### config.mk
export PLATFORM = sky130hd
export DESIGN_NAME = output_mem_if_flat
export DESIGN_NICKNAME = d
export VERILOG_FILES = /design/src/rtl/output_mem_if_if.sv /design/src/rtl/output_mem_if.sv /design/src/flat_wrapper.sv
export SDC_FILE = /design/constraint.sdc
export NUM_CORES = 1
export LEC_CHECK = 0
export ABC_AREA = 0
export CAP_MARGIN = 30
export CORE_ASPECT_RATIO = 0.8
export CORE_UTILIZATION = 45
export CTS_BUF_LIST = sky130_fd_sc_hd__clkbuf_8 sky130_fd_sc_hd__clkbuf_16
export DETAILED_ROUTE_END_ITERATION = 8
export DONT_BUFFER_PORTS = 1
export HOLD_SLACK_MARGIN = 0.12
export PLACE_DENSITY = 0.58
export SYNTH_ARGS = -nofsm -noshare
export SYNTH_HDL_FRONTEND = slang
export SYNTH_SLANG_ARGS = --single-unit
### constraint.sdc
create_clock -name clk -period 5.4 [get_ports clk]
set_clock_uncertainty 0.15 [all_clocks]
set_input_delay 1.08 -clock clk [delete_from_list [all_inputs] [get_ports clk]]
set_output_delay 1.08 -clock clk [all_outputs]
set_load 0.03 [all_outputs]
### src/rtl/output_mem_if_if.sv
`default_nettype none
// ============================================================================
// output_mem_if_if : result-stream and BRAM write-port bundle for output_mem_if
// Revision: 1.0
// ============================================================================
interface output_mem_if_if #(
  parameter int ACC_W  = 32,
  parameter int DATA_W = 16,
  parameter int BRAM_W = 64,
  parameter int AW     = 8
);
  logic [1:0]               in_valid;
  logic [1:0]               in_ready;
  logic [ACC_W-1:0]         in_data0;
  logic [ACC_W-1:0]         in_data1;
  logic [AW-1:0]            bram_addr;
  logic                     bram_en;
  logic [BRAM_W/DATA_W-1:0] bram_we;
  logic [BRAM_W-1:0]        bram_din;

  modport master (
    output in_valid, in_data0, in_data1,
    input  in_ready, bram_addr, bram_en, bram_we, bram_din
  );

  modport slave (
    input  in_valid, in_data0, in_data1,
    output in_ready, bram_addr, bram_en, bram_we, bram_din
  );
endinterface
`default_nettype wire

### src/rtl/output_mem_if.sv
`default_nettype none
// ============================================================================
// output_mem_if : packs two lanes of MAC results into BRAM rows (col0/col1).
// Optional macro OUT_SAT_EN: signed saturation of results plus sat_flag port.
// Revision: 1.0
// ============================================================================
module output_mem_if #(
  parameter int N         = 4,
  parameter int DATA_W    = 16,
  parameter int ACC_W     = 32,
  parameter int BRAM_W    = 64,
  parameter int MEM_DEPTH = 256,
  localparam int c_AW     = $clog2(MEM_DEPTH)
) (
  input  wire logic            clk,
  input  wire logic            rst_n,
  input  wire logic            start,
  input  wire logic [c_AW-1:0] base_addr,
  output logic                 busy,
  output logic                 done,
`ifdef OUT_SAT_EN
  output logic                 sat_flag,
`endif
  output_mem_if_if.slave       bus
);

  localparam int c_WPB    = BRAM_W / DATA_W;
  localparam int c_RPC    = (N + c_WPB - 1) / c_WPB;
  localparam int c_CNT_W  = $clog2(N + 1);
  localparam int c_SLOT_W = (c_WPB > 1) ? $clog2(c_WPB) : 1;
  localparam int c_ROW_W  = $clog2(c_RPC + 1);

  localparam logic [1:0] c_IDLE  = 2'd0;
  localparam logic [1:0] c_RUN   = 2'd1;
  localparam logic [1:0] c_FLUSH = 2'd2;

`ifdef OUT_SAT_EN
  localparam logic [ACC_W-1:0] c_SMAX = {{(ACC_W-DATA_W+1){1'b0}}, {(DATA_W-1){1'b1}}};
  localparam logic [ACC_W-1:0] c_SMIN = ~c_SMAX;

  function automatic logic f_ovf(input logic [ACC_W-1:0] d);
    return ($signed(d) > $signed(c_SMAX)) || ($signed(d) < $signed(c_SMIN));
  endfunction

  function automatic logic [DATA_W-1:0] f_conv(input logic [ACC_W-1:0] d);
    if ($signed(d) > $signed(c_SMAX)) return {1'b0, {(DATA_W-1){1'b1}}};
    if ($signed(d) < $signed(c_SMIN)) return {1'b1, {(DATA_W-1){1'b0}}};
    return DATA_W'(d);
  endfunction
`else
  function automatic logic [DATA_W-1:0] f_conv(input logic [ACC_W-1:0] d);
    return DATA_W'(d);
  endfunction
`endif

  logic [1:0]        r_state;
  logic [c_AW-1:0]   r_base;
  logic              r_done;
  logic [c_AW-1:0]   r_bram_addr;
  logic [c_WPB-1:0]  r_bram_we;
  logic [BRAM_W-1:0] r_bram_din;

  logic              w_start;
  logic [1:0]        w_ready;
  logic [1:0]        w_full;
  logic [1:0]        w_pend;
  logic [1:0]        w_drain;
  logic              w_sel1;
  logic [c_WPB-1:0]  w_wr_mask;
  logic [BRAM_W-1:0] w_wr_data;
  logic [c_ROW_W-1:0] w_wr_row;
  logic [31:0]       w_addr_sum;

  assign w_start = (r_state == c_IDLE) && start;

  // Per-lane packing: row buffer fills slot by slot, full rows park in a pending register
  for (genvar l = 0; l < 2; l++) begin : g_lane
    logic [c_CNT_W-1:0]  r_wcnt;
    logic [c_SLOT_W-1:0] r_slot;
    logic [c_ROW_W-1:0]  r_row;
    logic [BRAM_W-1:0]   r_buf;
    logic [c_WPB-1:0]    r_mask;
    logic                r_pend;
    logic [BRAM_W-1:0]   r_pend_data;
    logic [c_WPB-1:0]    r_pend_mask;
    logic [c_ROW_W-1:0]  r_pend_row;
    logic [ACC_W-1:0]    w_raw;
    logic                w_last;
    logic                w_acc;
    logic [BRAM_W-1:0]   w_buf_next;
    logic [c_WPB-1:0]    w_mask_next;

    assign w_raw  = (l == 0) ? bus.in_data0 : bus.in_data1;
    assign w_last = (int'(r_slot) == c_WPB - 1) || (int'(r_wcnt) == N - 1);
    // A row-completing word is held off until the previous row has left pending
    assign w_ready[l] = (r_state == c_RUN) && (int'(r_wcnt) < N) && !(w_last && r_pend);
    assign w_acc      = bus.in_valid[l] && w_ready[l];
    assign w_full[l]  = (int'(r_wcnt) == N);
    assign w_pend[l]  = r_pend;

    always_comb begin
      w_buf_next  = r_buf;
      w_mask_next = r_mask;
      w_buf_next[int'(r_slot)*DATA_W +: DATA_W] = f_conv(w_raw);
      w_mask_next[r_slot] = 1'b1;
    end

    always_ff @(posedge clk or negedge rst_n) begin
      if (!rst_n) begin
        r_wcnt      <= '0;
        r_slot      <= '0;
        r_row       <= '0;
        r_buf       <= '0;
        r_mask      <= '0;
        r_pend      <= 1'b0;
        r_pend_data <= '0;
        r_pend_mask <= '0;
        r_pend_row  <= '0;
      end else begin
        if (w_drain[l]) r_pend <= 1'b0;
        if (w_start) begin
          r_wcnt <= '0;
          r_slot <= '0;
          r_row  <= '0;
          r_buf  <= '0;
          r_mask <= '0;
        end else if (w_acc) begin
          r_wcnt <= r_wcnt + 1'b1;
          if (w_last) begin
            r_pend      <= 1'b1;
            r_pend_data <= w_buf_next;
            r_pend_mask <= w_mask_next;
            r_pend_row  <= r_row;
            r_buf       <= '0;
            r_mask      <= '0;
            r_slot      <= '0;
            r_row       <= r_row + 1'b1;
          end else begin
            r_buf  <= w_buf_next;
            r_mask <= w_mask_next;
            r_slot <= r_slot + 1'b1;
          end
        end
      end
    end
  end

  // Write-port arbitration: lane0 wins, lane1 goes the following cycle
  always_comb begin
    w_sel1  = !w_pend[0];
    w_drain = w_pend[0] ? 2'b01 : {w_pend[1], 1'b0};
    if (w_sel1) begin
      w_wr_mask = g_lane[1].r_pend_mask;
      w_wr_data = g_lane[1].r_pend_data;
      w_wr_row  = g_lane[1].r_pend_row;
    end else begin
      w_wr_mask = g_lane[0].r_pend_mask;
      w_wr_data = g_lane[0].r_pend_data;
      w_wr_row  = g_lane[0].r_pend_row;
    end
    w_addr_sum = 32'(r_base) + (w_sel1 ? 32'(c_RPC) : 32'd0) + 32'(w_wr_row);
  end

  always_ff @(posedge clk or negedge rst_n) begin
    if (!rst_n) begin
      r_state     <= c_IDLE;
      r_base      <= '0;
      r_done      <= 1'b0;
      r_bram_addr <= '0;
      r_bram_we   <= '0;
      r_bram_din  <= '0;
    end else begin
      r_done <= 1'b0;
      case (r_state)
        c_IDLE: begin
          if (start) begin
            r_state <= c_RUN;
            r_base  <= base_addr;
          end
        end
        c_RUN: begin
          if (&w_full) r_state <= c_FLUSH;
        end
        c_FLUSH: begin
          if (!(|w_pend)) begin
            r_state <= c_IDLE;
            r_done  <= 1'b1;
          end
        end
        default: r_state <= c_IDLE;
      endcase

      r_bram_we <= (|w_pend) ? w_wr_mask : '0;
      if (|w_pend) begin
        r_bram_addr <= c_AW'(w_addr_sum % 32'(MEM_DEPTH));
        r_bram_din  <= w_wr_data;
      end
    end
  end

`ifdef OUT_SAT_EN
  logic       r_sat;
  logic [1:0] w_ovf;

  assign w_ovf = {f_ovf(bus.in_data1), f_ovf(bus.in_data0)};

  always_ff @(posedge clk or negedge rst_n) begin
    if (!rst_n) begin
      r_sat <= 1'b0;
    end else if (w_start) begin
      r_sat <= 1'b0;
    end else if (|(bus.in_valid & w_ready & w_ovf)) begin
      r_sat <= 1'b1;
    end
  end

  assign sat_flag = r_sat;
`endif

  assign bus.in_ready  = w_ready;
  assign bus.bram_addr = r_bram_addr;
  assign bus.bram_we   = r_bram_we;
  assign bus.bram_din  = r_bram_din;
  assign bus.bram_en   = |r_bram_we;
  assign busy          = (r_state != c_IDLE);
  assign done          = r_done;

endmodule
`default_nettype wire
### src/flat_wrapper.sv
// flat-port wrapper written by rule: the top's interface ports become plain ports
module output_mem_if_flat 
#(
  parameter int N         = 4,
  parameter int DATA_W    = 16,
  parameter int ACC_W     = 32,
  parameter int BRAM_W    = 64,
  parameter int MEM_DEPTH = 256,
  localparam int c_AW     = $clog2(MEM_DEPTH)
)
  (clk, rst_n, start, base_addr, busy, done, bus_in_valid, bus_in_data0, bus_in_data1, bus_in_ready, bus_bram_addr, bus_bram_en, bus_bram_we, bus_bram_din);
  output_mem_if_if #(.ACC_W(ACC_W), .DATA_W(DATA_W), .BRAM_W(BRAM_W)) bus_i ();
  input  wire logic clk;
  input  wire logic rst_n;
  input  wire logic start;
  input  wire logic [c_AW-1:0] base_addr;
  output logic busy;
  output logic done;
  input wire logic [$bits(bus_i.in_valid)-1:0] bus_in_valid;
  input wire logic [$bits(bus_i.in_data0)-1:0] bus_in_data0;
  input wire logic [$bits(bus_i.in_data1)-1:0] bus_in_data1;
  output wire logic [$bits(bus_i.in_ready)-1:0] bus_in_ready;
  output wire logic [$bits(bus_i.bram_addr)-1:0] bus_bram_addr;
  output wire logic [$bits(bus_i.bram_en)-1:0] bus_bram_en;
  output wire logic [$bits(bus_i.bram_we)-1:0] bus_bram_we;
  output wire logic [$bits(bus_i.bram_din)-1:0] bus_bram_din;
  assign bus_i.in_valid = bus_in_valid;
  assign bus_i.in_data0 = bus_in_data0;
  assign bus_i.in_data1 = bus_in_data1;
  assign bus_in_ready = bus_i.in_ready;
  assign bus_bram_addr = bus_i.bram_addr;
  assign bus_bram_en = bus_i.bram_en;
  assign bus_bram_we = bus_i.bram_we;
  assign bus_bram_din = bus_i.bram_din;
  output_mem_if #(.N(N), .DATA_W(DATA_W), .ACC_W(ACC_W), .BRAM_W(BRAM_W), .MEM_DEPTH(MEM_DEPTH)) u_core (.clk(clk), .rst_n(rst_n), .start(start), .base_addr(base_addr), .busy(busy), .done(done), .bus(bus_i));
endmodule
* Word level (Yosys, flattened, before mapping)
Cells that the tools add are included.
Cells by class: reductions and logical operators 30, shift-type cells 4, multiplexer cells 54, bitwise gates (word level) 3, equality and inequality tests 11, $add $sub $neg 10, order comparisons 6
Operator list (number):
- $mux W64 | 7
- $bwmux W64 | 2
- $shift A16 B33 Y64 const A | 2
- $shiftx A16 B33 Y64 | 2
- $neg A6 Y33 | 2
- $mux W4 | 8
- $mux W1 | 20
- $mux W2 | 10
- $eq A3 B3 Y1 const B | 4
- $mux W3 | 4
- $logic_and A1 B1 Y1 | 11
- $reduce_bool A2 Y1 | 5
- $reduce_and A3 Y1 | 3
- $add A8 B1 Y8 | 1
- $add A8 B8 Y8 | 1
- $or A4 B4 Y4 | 2
- $reduce_and A2 Y1 | 4
- $add A3 B1 Y3 const B | 2
- $eq A2 B1 Y1 const B | 3
- $lt A2 B3 Y1 const B | 2
- $lt A3 B3 Y1 const B | 2
- $ne A2 B2 Y1 const B | 3
- $pmux W2 S3 | 1
- $add A2 B1 Y2 const B | 2
- other kinds (10) | 15
Word-level totals: register bits 375, output and inout port bits 81, input port bits 77

* Depth between registers and ports, before layout
Gate-level depths: netlist (run 1).
depth after elaboration 8, mapped depth 9, depth with buffers taken out 6

* Worst setup path before layout (run 1)
OpenSTA, ideal clock, no wires.
kind flip-flop to output port, start register u_core.g_lane[1].r_wcnt[0], end output bus_in_ready[1], buffers on the path 0, stages on the path, launching flop included 5, path slack 2.402 ns, arrival 1.768 ns, cells stage by stage dfrtp_1 ha_1 ha_1 o21a_1 nor3_1
Between the ends: cells in the longest elaborated chain, start to end 5
Ends and longest elaborated chain:
- start, declared | RTL line output_mem_if.sv:78 | logic [c_CNT_W-1:0] r_wcnt;
- start signal, assigned | RTL line output_mem_if.sv:128 | r_wcnt <= r_wcnt + 1'b1;
- parallel branches: the longest is 4 deep, another holds $lt A3 B3 Y1
- $logic_and A1 B1 Y1 (*) | RTL line output_mem_if.sv:96 | assign w_ready[l] = (r_state == c_RUN) && (int'(r_wcnt) < N) && !(w_last && r_pend);
- end, declared | RTL line flat_wrapper.sv:22 | output wire logic [$bits(bus_i.in_ready)-1:0] bus_in_ready;
Mark *: on every way between the ends.

* Final worst setup path (run 1)
start register u_core.g_lane[0].r_slot[0], end register u_core.g_lane[0].r_buf[19]
Between the ends: cells in the longest elaborated chain, start to end 7
Ends and longest elaborated chain:
- start, declared | RTL line output_mem_if.sv:79 | logic [c_SLOT_W-1:0] r_slot;
- start signal, assigned | RTL line output_mem_if.sv:141 | r_slot <= r_slot + 1'b1;
- parallel branches: the longest is 7 deep, another holds $neg A6 Y33
- end signal, assigned | RTL line output_mem_if.sv:139 | r_buf <= w_buf_next;
- end, declared | RTL line output_mem_if.sv:81 | logic [BRAM_W-1:0] r_buf;
Parallel ways; which one is timed is not known. The select of a mux whose other input is x is not followed. A chain may end at the register's enable or synchronous reset.

==> results of run 1 <==
[layer usage]
layer / GRT usage [%] / vias up / part of all wire (%)
li1: - / 5799 / -
met1: 36.9 / 6728 / 44
met2: 39.0 / 519 / 44
met3: 8.73 / 72 / 9.6
met4: 7.39 / 0 / 2.3
met5: 0 / - / 0
[critical path: cells and delay by family, from the launching register on]
kind                       cells  cell delay [ns]
and+or+nand+nor                2             1.77
AOI/OAI and AO/OA              1             0.51
DFF                            1             0.54
adders and majority gates      1             0.35
buffers and inverters          2             0.40
[flip-flops by register name (all words and copies together), names as in the netlist]
register / flops
u_core.bus.bram_din: 64
u_core.g_lane.r_slot: 4
u_core.r_state: 2
u_core.bus.bram_addr: 8
u_core.g_lane.r_pend: 2
u_core.bus.bram_we: 4
u_core.g_lane.r_pend_mask: 8
u_core.g_lane.r_row: 2
u_core.g_lane.r_mask: 8
u_core.g_lane.r_pend_data: 128
u_core.done: 1
u_core.g_lane.r_buf: 128
u_core.g_lane.r_wcnt: 6
u_core.g_lane.r_pend_row: 2
u_core.r_base: 8
[worst max path at each step]
stage,endpoint,slack [ns]
after floorplan,bus_in_ready[1],2.40
after global placement,u_core.g_lane[0].r_buf[22]$_DFFE_PN0P_,1.50
after detailed placement,u_core.g_lane[0].r_buf[19]$_DFFE_PN0P_,1.66
after CTS,bus_in_ready[1],1.61
after global routing,u_core.g_lane[0].r_buf[29]$_DFFE_PN0P_,1.41
final,u_core.g_lane[0].r_buf[19]$_DFFE_PN0P_,1.56
[logic make-up (layout without fill, tap and decap cells)]
group                    count (synthesis)  count (layout)  synth area share (%)
adder cells (fa/ha/maj)                 23              23                  1.67
buffers and inverters                  220             152                  5.58
AND/OR/NAND/NOR                        361             361                  10.3
flip-flops                             375             375                  53.1
AO/OA/AOI/OAI                          495             495                  20.7
multiplexers                           141             141                  8.49
XOR/XNOR                                 3               3                 0.149
[power breakdown]
part	leakage [nW]	switching (mW)	internal [mW]
Sequential	5.14	0.515	3.25
Clock	0.680	1.16	1.58
Combinational	2.39	1.55	0.751
Total	8.21	3.23	5.57
[repair_timing]
item	in CTS	in global routing
buffers inserted	0	0
resized for setup	0	0
hold endpoints to repair	375	303
[area by class of cell]
| cell class | instances | share of cell area [%] |
|---|---|---|
| Clock inverter | 19 | 0.615 |
| Timing Repair Buffer | 28 | 1.22 |
| Clock buffer | 52 | 6.16 |
| Multi-Input combinational cell | 1023 | 38.6 |
| Inverter | 53 | 1.07 |
| Tap cell | 495 | 3.24 |
| Sequential cell | 375 | 49.1 |
[cells in the final DEF (no fill, tap or decap), drive strengths merged, types with 3 or more instances in the layout]
| cell | count |
|---|---|
| nand4 | 20 |
| a31oi | 60 |
| nor3b | 7 |
| o211ai | 16 |
| a32o | 64 |
| a22o | 65 |
| nor2b | 53 |
| or2 | 3 |
| nor2 | 19 |
| o221ai | 48 |
| nand2 | 153 |
| a21oi | 3 |
| a2bb2oi | 16 |
| or3 | 9 |
| and2 | 3 |
| mux2i | 73 |
| buf | 28 |
| dfrtp | 375 |
| clkinv | 6 |
| o31ai | 65 |
| nor3 | 8 |
| nand3 | 73 |
| inv | 64 |
| clkbuf | 52 |
| ha | 22 |
| mux2 | 68 |
| o21ai | 149 |
[stage by stage]
| stage | total power [mW] | area (sq um) | hold WS, ns | worst slack [ns] | cells |
|---|---|---|---|---|---|
| 4_1_cts | 8.84 | 19100 | 0.0612 | 1.61 | 2045 |
| 6_report | 8.80 | 19100 | 0.0768 | 1.56 | 2045 |
| 2_1_floorplan | 5.38 | 17700 | 0.297 | 2.40 | 1618 |
| 5_1_grt | 9.20 | 19100 | 0.0574 | 1.41 | 2045 |
| 3_5_place_dp | 6.09 | 17800 | 0.318 | 1.66 | 1974 |
| 3_3_place_gp | 6.03 | 17800 | 0.311 | 1.50 | 1971 |
==> results.ini, run 1 <==
[sta]
rsz0062_at_grt = false
fin_tns_setup_ns = 0
setup_viol = 0
timing_hold_violations_final = 0
period_share_pct = 71.1
relSlewSlack_pct = 9.34
tightest_slew_ns = 1.36
period_needed_ns = 3.84
max_freq_mhz = 260
slew_violations = 0

[floorplan]
rows = 64
core_sq_um = 38400
dieWidth_microns = 224
start_util_pct = 46.0
die_h_microns = 179
die-area_sq_um = 40100
ios = 158

[logic_synthesis]
synth.distinct_cells = 59
synthesis.area_sq_um = 17700
seq_area_frac_synth_pct = 53.1
yosys_warnings = 0
synth_flop_cell = dfrtp_1
syn_area_per_cell_sq_um = 10.9
yosys.area.top_type = dfrtp_1
syn_inst = 1618
ys_async_sr_fraction_pct = 100
synth_top_area_share_pct = 53.1
synth_common_cells = 375 x dfrtp_1, 153 x nand2_1, 119 x o21ai_0
syn_nets = 1718
ys_top_cells_by_area = dfrtp_1 53%, mux2_2 4.1%, mux2i_1 4.1%
synth.most_common_cell = dfrtp_1
ys_seq_elements = 375
synth_edf_count = 0

[clock_network]
cts_tree = built
root_buffer = clkbuf_16
clock_sinks = 375
cts_htree_levels = 2
clk_path_buf_depth = 3
cts_buffers = 40
clk_pin_slew_worst_paths_ns = 0.06
clkLatencyLatePin_ns = 0.54

[critical_path]
slowest_stage = nand4_1
worstSetupEndpointType = flop
rr_startpoint = u_core.g_lane[0].r_slot[0]$_DFFE_PN0P_
r2r_slack_ns = 1.56
cp.required_ns = 5.68
critPathMaxStageDelay_ns = 0.92
crit_fanout = 22
crit-reg2reg-capture = u_core.g_lane[0].r_buf[19]$_DFFE_PN0P_
crit_type = flop to flop
r2r_cells = 6
cp-start-kind = flop
worstPathArrival_ns = 4.12
cp-startpoint = u_core.g_lane[0].r_slot[0]$_DFFE_PN0P_
cp_cell_sequence = inv_1 > ha_1 > buf_8 > nor3b_4 > nand4_1 > o221ai_1

[global_route]
grt_max_degree = 376
antenna_found_initial = 0
grt_pass1_wl_mm = 80.4
grt_overflow = 0
track_usage_pct = 26.4
grt_pass1_vias = 12700

[final_layout]
diodes = 0
multi_input_area_sq_um = 7380
final_util_pct = 49.7
nFillCells = 3506
register_area_sq_um = 9390
nets = 1621
syn2layout_area_growth_pct = 8.21
drive_gt1_share_pct = 11.8

[power_and_ir_drop]
power_density_nw_per_um2 = 460
leakagePower_nw = 8.21
ir_drop_mv = 0.234

[hold_path]
hold_class = primary input to asynchronous set/reset pin

[placed_design]
gp_congestion = 0.822
io_buffers = 0
dp.final_hpwl_mm = 33.5

[routing]
ant_nets = 0
avgRoutedWirePerCell_microns = 25.7
drc = 0
firstDrtPassIters = 5
via_per_inst = 6.41
dr_total_vias = 13100
drt_iter0_drc = 1478
drt-total-wl_mm = 52.5

[status]
outcome = finished, final reports clean

[job]
maxCapViolations = 0

Note: power is estimated with default switching activity, not from simulation.
==> run 2: changes to the inputs <==
PLACE_DENSITY = 0.6   (was 0.58)
clock period = 3.1 ns   (was 5.4 ns; I/O delays follow)
==> run 2 against run 1 <==
Effect of this change:
- the run now ends with negative hold slack left
- routed wire length up 3.6%
- first-iteration DRC count grew 8.5%
- hold slack got worse by 0.45 ns
- critical path depth is 1 lower
- clock-buffer cell count down 2
- power grew 77%
- sequential share of layout area fell by 1.5 points
- critical path type is now flop to output pin
==> results.ini, run 2 (synthesis gave the netlist of run 1 again) <==
[clock_network]
ctsResizeCount = 0  ; unchanged
clock_sinks = 375  ; unchanged
cts_buffers = 40  ; unchanged
hold_buffers = 40
root_buffer = clkbuf_16
cts_htree_levels = 2  ; unchanged
clkLatencyLatePin_ns = 0.55  ; about the same
clk_path_buf_depth = 3  ; unchanged
cts_tree = built
clk_pin_slew_worst_paths_ns = 0.06  ; about the same
cts_setup_buffers = 0  ; unchanged

[global_route]
grt_max_degree = 376  ; unchanged
grt_overflow = 0  ; unchanged
antenna_found_initial = 3  ; +3
grt_pass1_vias = 13100  ; +3.2%
grt_pass1_wl_mm = 82.5  ; +2.6%
track_usage_pct = 27.2  ; +0.84 points

[final_layout]
nets = 1676  ; +3.4%
final_common_cell = dfrtp_1
syn2layout_area_growth_pct = 11.7
drive_gt1_share_pct = 12.3  ; +0.47 points
postLayoutCellArea_sq_um = 19700  ; +3.2%
final_util_pct = 51.3  ; +1.6 points
diodes = 0  ; unchanged
mostFrequentLayoutCells = 373 x dfrtp_1, 153 x nand2_1, 118 x o21ai_0, 73 x mux2i_1, 73 x nand3_1

[floorplan]
start_util_pct = 46.0  ; unchanged
dieWidth_microns = 224  ; unchanged
rows = 64  ; unchanged
die-area_sq_um = 40100  ; unchanged
die_h_microns = 179  ; unchanged
ios = 158  ; unchanged
core_sq_um = 38400  ; unchanged

[routing]
top_layer_used = met4
via_per_inst = 6.43  ; +0.16%
wl_met1_mm = 23.7  ; +2.4%
drt-total-wl_mm = 54.4  ; +3.6%
avgRoutedWirePerCell_microns = 25.9  ; +0.88%
dr_wl_met2_mm = 24.1  ; +3.9%
wl_met3_mm = 5.10  ; +1.0%
drc = 0  ; unchanged
dr_total_vias = 13500  ; +2.9%
drt_iter0_drc = 1603  ; +8.5%
ant_nets = 0  ; unchanged
firstDrtPassIters = 7  ; +2

[critical_path]
cp-start-kind = flop
r2r_slack_ns = 0.37  ; -1.19 ns
cp.required_ns = 2.33  ; -3.35 ns
crit_fanout = 8  ; -64%
worstPathArrival_ns = 2.18  ; -1.94 ns
worstSetupEndpointType = output pin
crit_path_frequent_cell = ha_1
crit_type = flop to output pin
slowest_stage = dfrtp_1
cp_cell_sequence = ha_1 > ha_1 > o21a_1 > nor3_1 > buf_4
critPathMaxStageDelay_ns = 0.42  ; -0.50 ns

[power_and_ir_drop]
power_density_nw_per_um2 = 791  ; +72%
ir_drop_mv = 0.529  ; +130%
leakagePower_nw = 8.50  ; +3.5%

[sta]
tightest_slew_ns = 1.40  ; +0.0441 ns
rsz0062_at_grt = false
relSlewSlack_pct = 6.40  ; -2.9 points
finalWorstSetupSlack_ns = 0.148  ; -1.41 ns
whs_ns = -0.373  ; -0.450 ns
timing_hold_violations_final = 375  ; +375
setup_viol = 0  ; unchanged
fin_tns_setup_ns = 0  ; unchanged
period_share_pct = 95.2
slew_violations = 0  ; unchanged
period_needed_ns = 2.95
max_freq_mhz = 339

[placed_design]
dp.final_hpwl_mm = 33.0  ; -1.7%
pre_cts_slack_ns = 0.437  ; -1.22 ns
io_buffers = 0  ; unchanged
placed_area_sq_um = 18000  ; +0.92%
gp_congestion = 0.843  ; +2.6%

[job]
maxCapViolations = 0  ; unchanged

[status]
violations = negative hold slack
outcome = finished with violations

[hold_path]
hold_class = primary input to asynchronous set/reset pin

run 2: through the flow:
stage | total power [mW] | hold slack, ns | std cells
after floorplan | 9.37 | 0.174 | 1618
after global placement | 10.5 | 0.188 | 1989
after detailed placement | 10.6 | 0.187 | 1989
after CTS | 15.6 | -0.392 | 2100
after global routing | 16.3 | -0.391 | 2100
final | 15.6 | -0.373 | 2100
run 2: cell type report:
class	count	area (sq um)
Clock inverter	21	184
Fill cell	3438	18700
Multi-Input combinational cell	1023	7380
Inverter	53	204
Timing Repair Buffer	83	798
Sequential cell	375	9390
Tap cell	495	619
Clock buffer	50	1160
run 2: critical path, delay by kind of cell (launching register included):
family / cells / cell delay [ns]
compound gates: 1 / 0.29
fa+ha+maj: 2 / 0.50
buf+inv: 1 / 0.20
flops: 1 / 0.42
simple gates: 1 / 0.22
run 2: worst paths after layout:
| check | startpoint | endpoint | cells after the start |
|---|---|---|---|
| worst min-delay path | rst_n | u_core.g_lane[1].r_pend_data[27]$_DFFE_PN0P_ | 0 |
| min in group clk | bus_in_data0[9] | u_core.g_lane[0].r_pend_data[9]$_DFFE_PN0P_ | 2 |
| worst max register to register | u_core.g_lane[1].r_wcnt[0]$_DFFE_PN0P_ | u_core.g_lane[1].r_buf[61]$_DFFE_PN0P_ | 5 |
| max in group asynchronous | rst_n | u_core.g_lane[1].r_pend$_DFF_PN0_ | 0 |
| worst min register to register | u_core.g_lane[0].r_pend_data[20]$_DFFE_PN0P_ | u_core.bus.bram_din[20]$_DFFE_PN0P_ | 2 |
| worst max-delay path | u_core.g_lane[1].r_wcnt[0]$_DFFE_PN0P_ | bus_in_ready[1] | 5 |
run 2: power by group:
part | internal, mW | leakage, nW | total, mW | switching [mW]
combinational | 1.41 | 2.65 | 4.17 | 2.77
clock | 2.89 | 0.709 | 4.91 | 2.02
sequential | 5.66 | 5.14 | 6.53 | 0.868
total | 9.96 | 8.50 | 15.6 | 5.65
run 2: routing by layer:
layer / global-route usage (%) / up-vias
met4: 8.36 / 0
met3: 7.18 / 87
met5: 0 / -
li1: - / 5910
met2: 40.9 / 586
met1: 38.5 / 6910
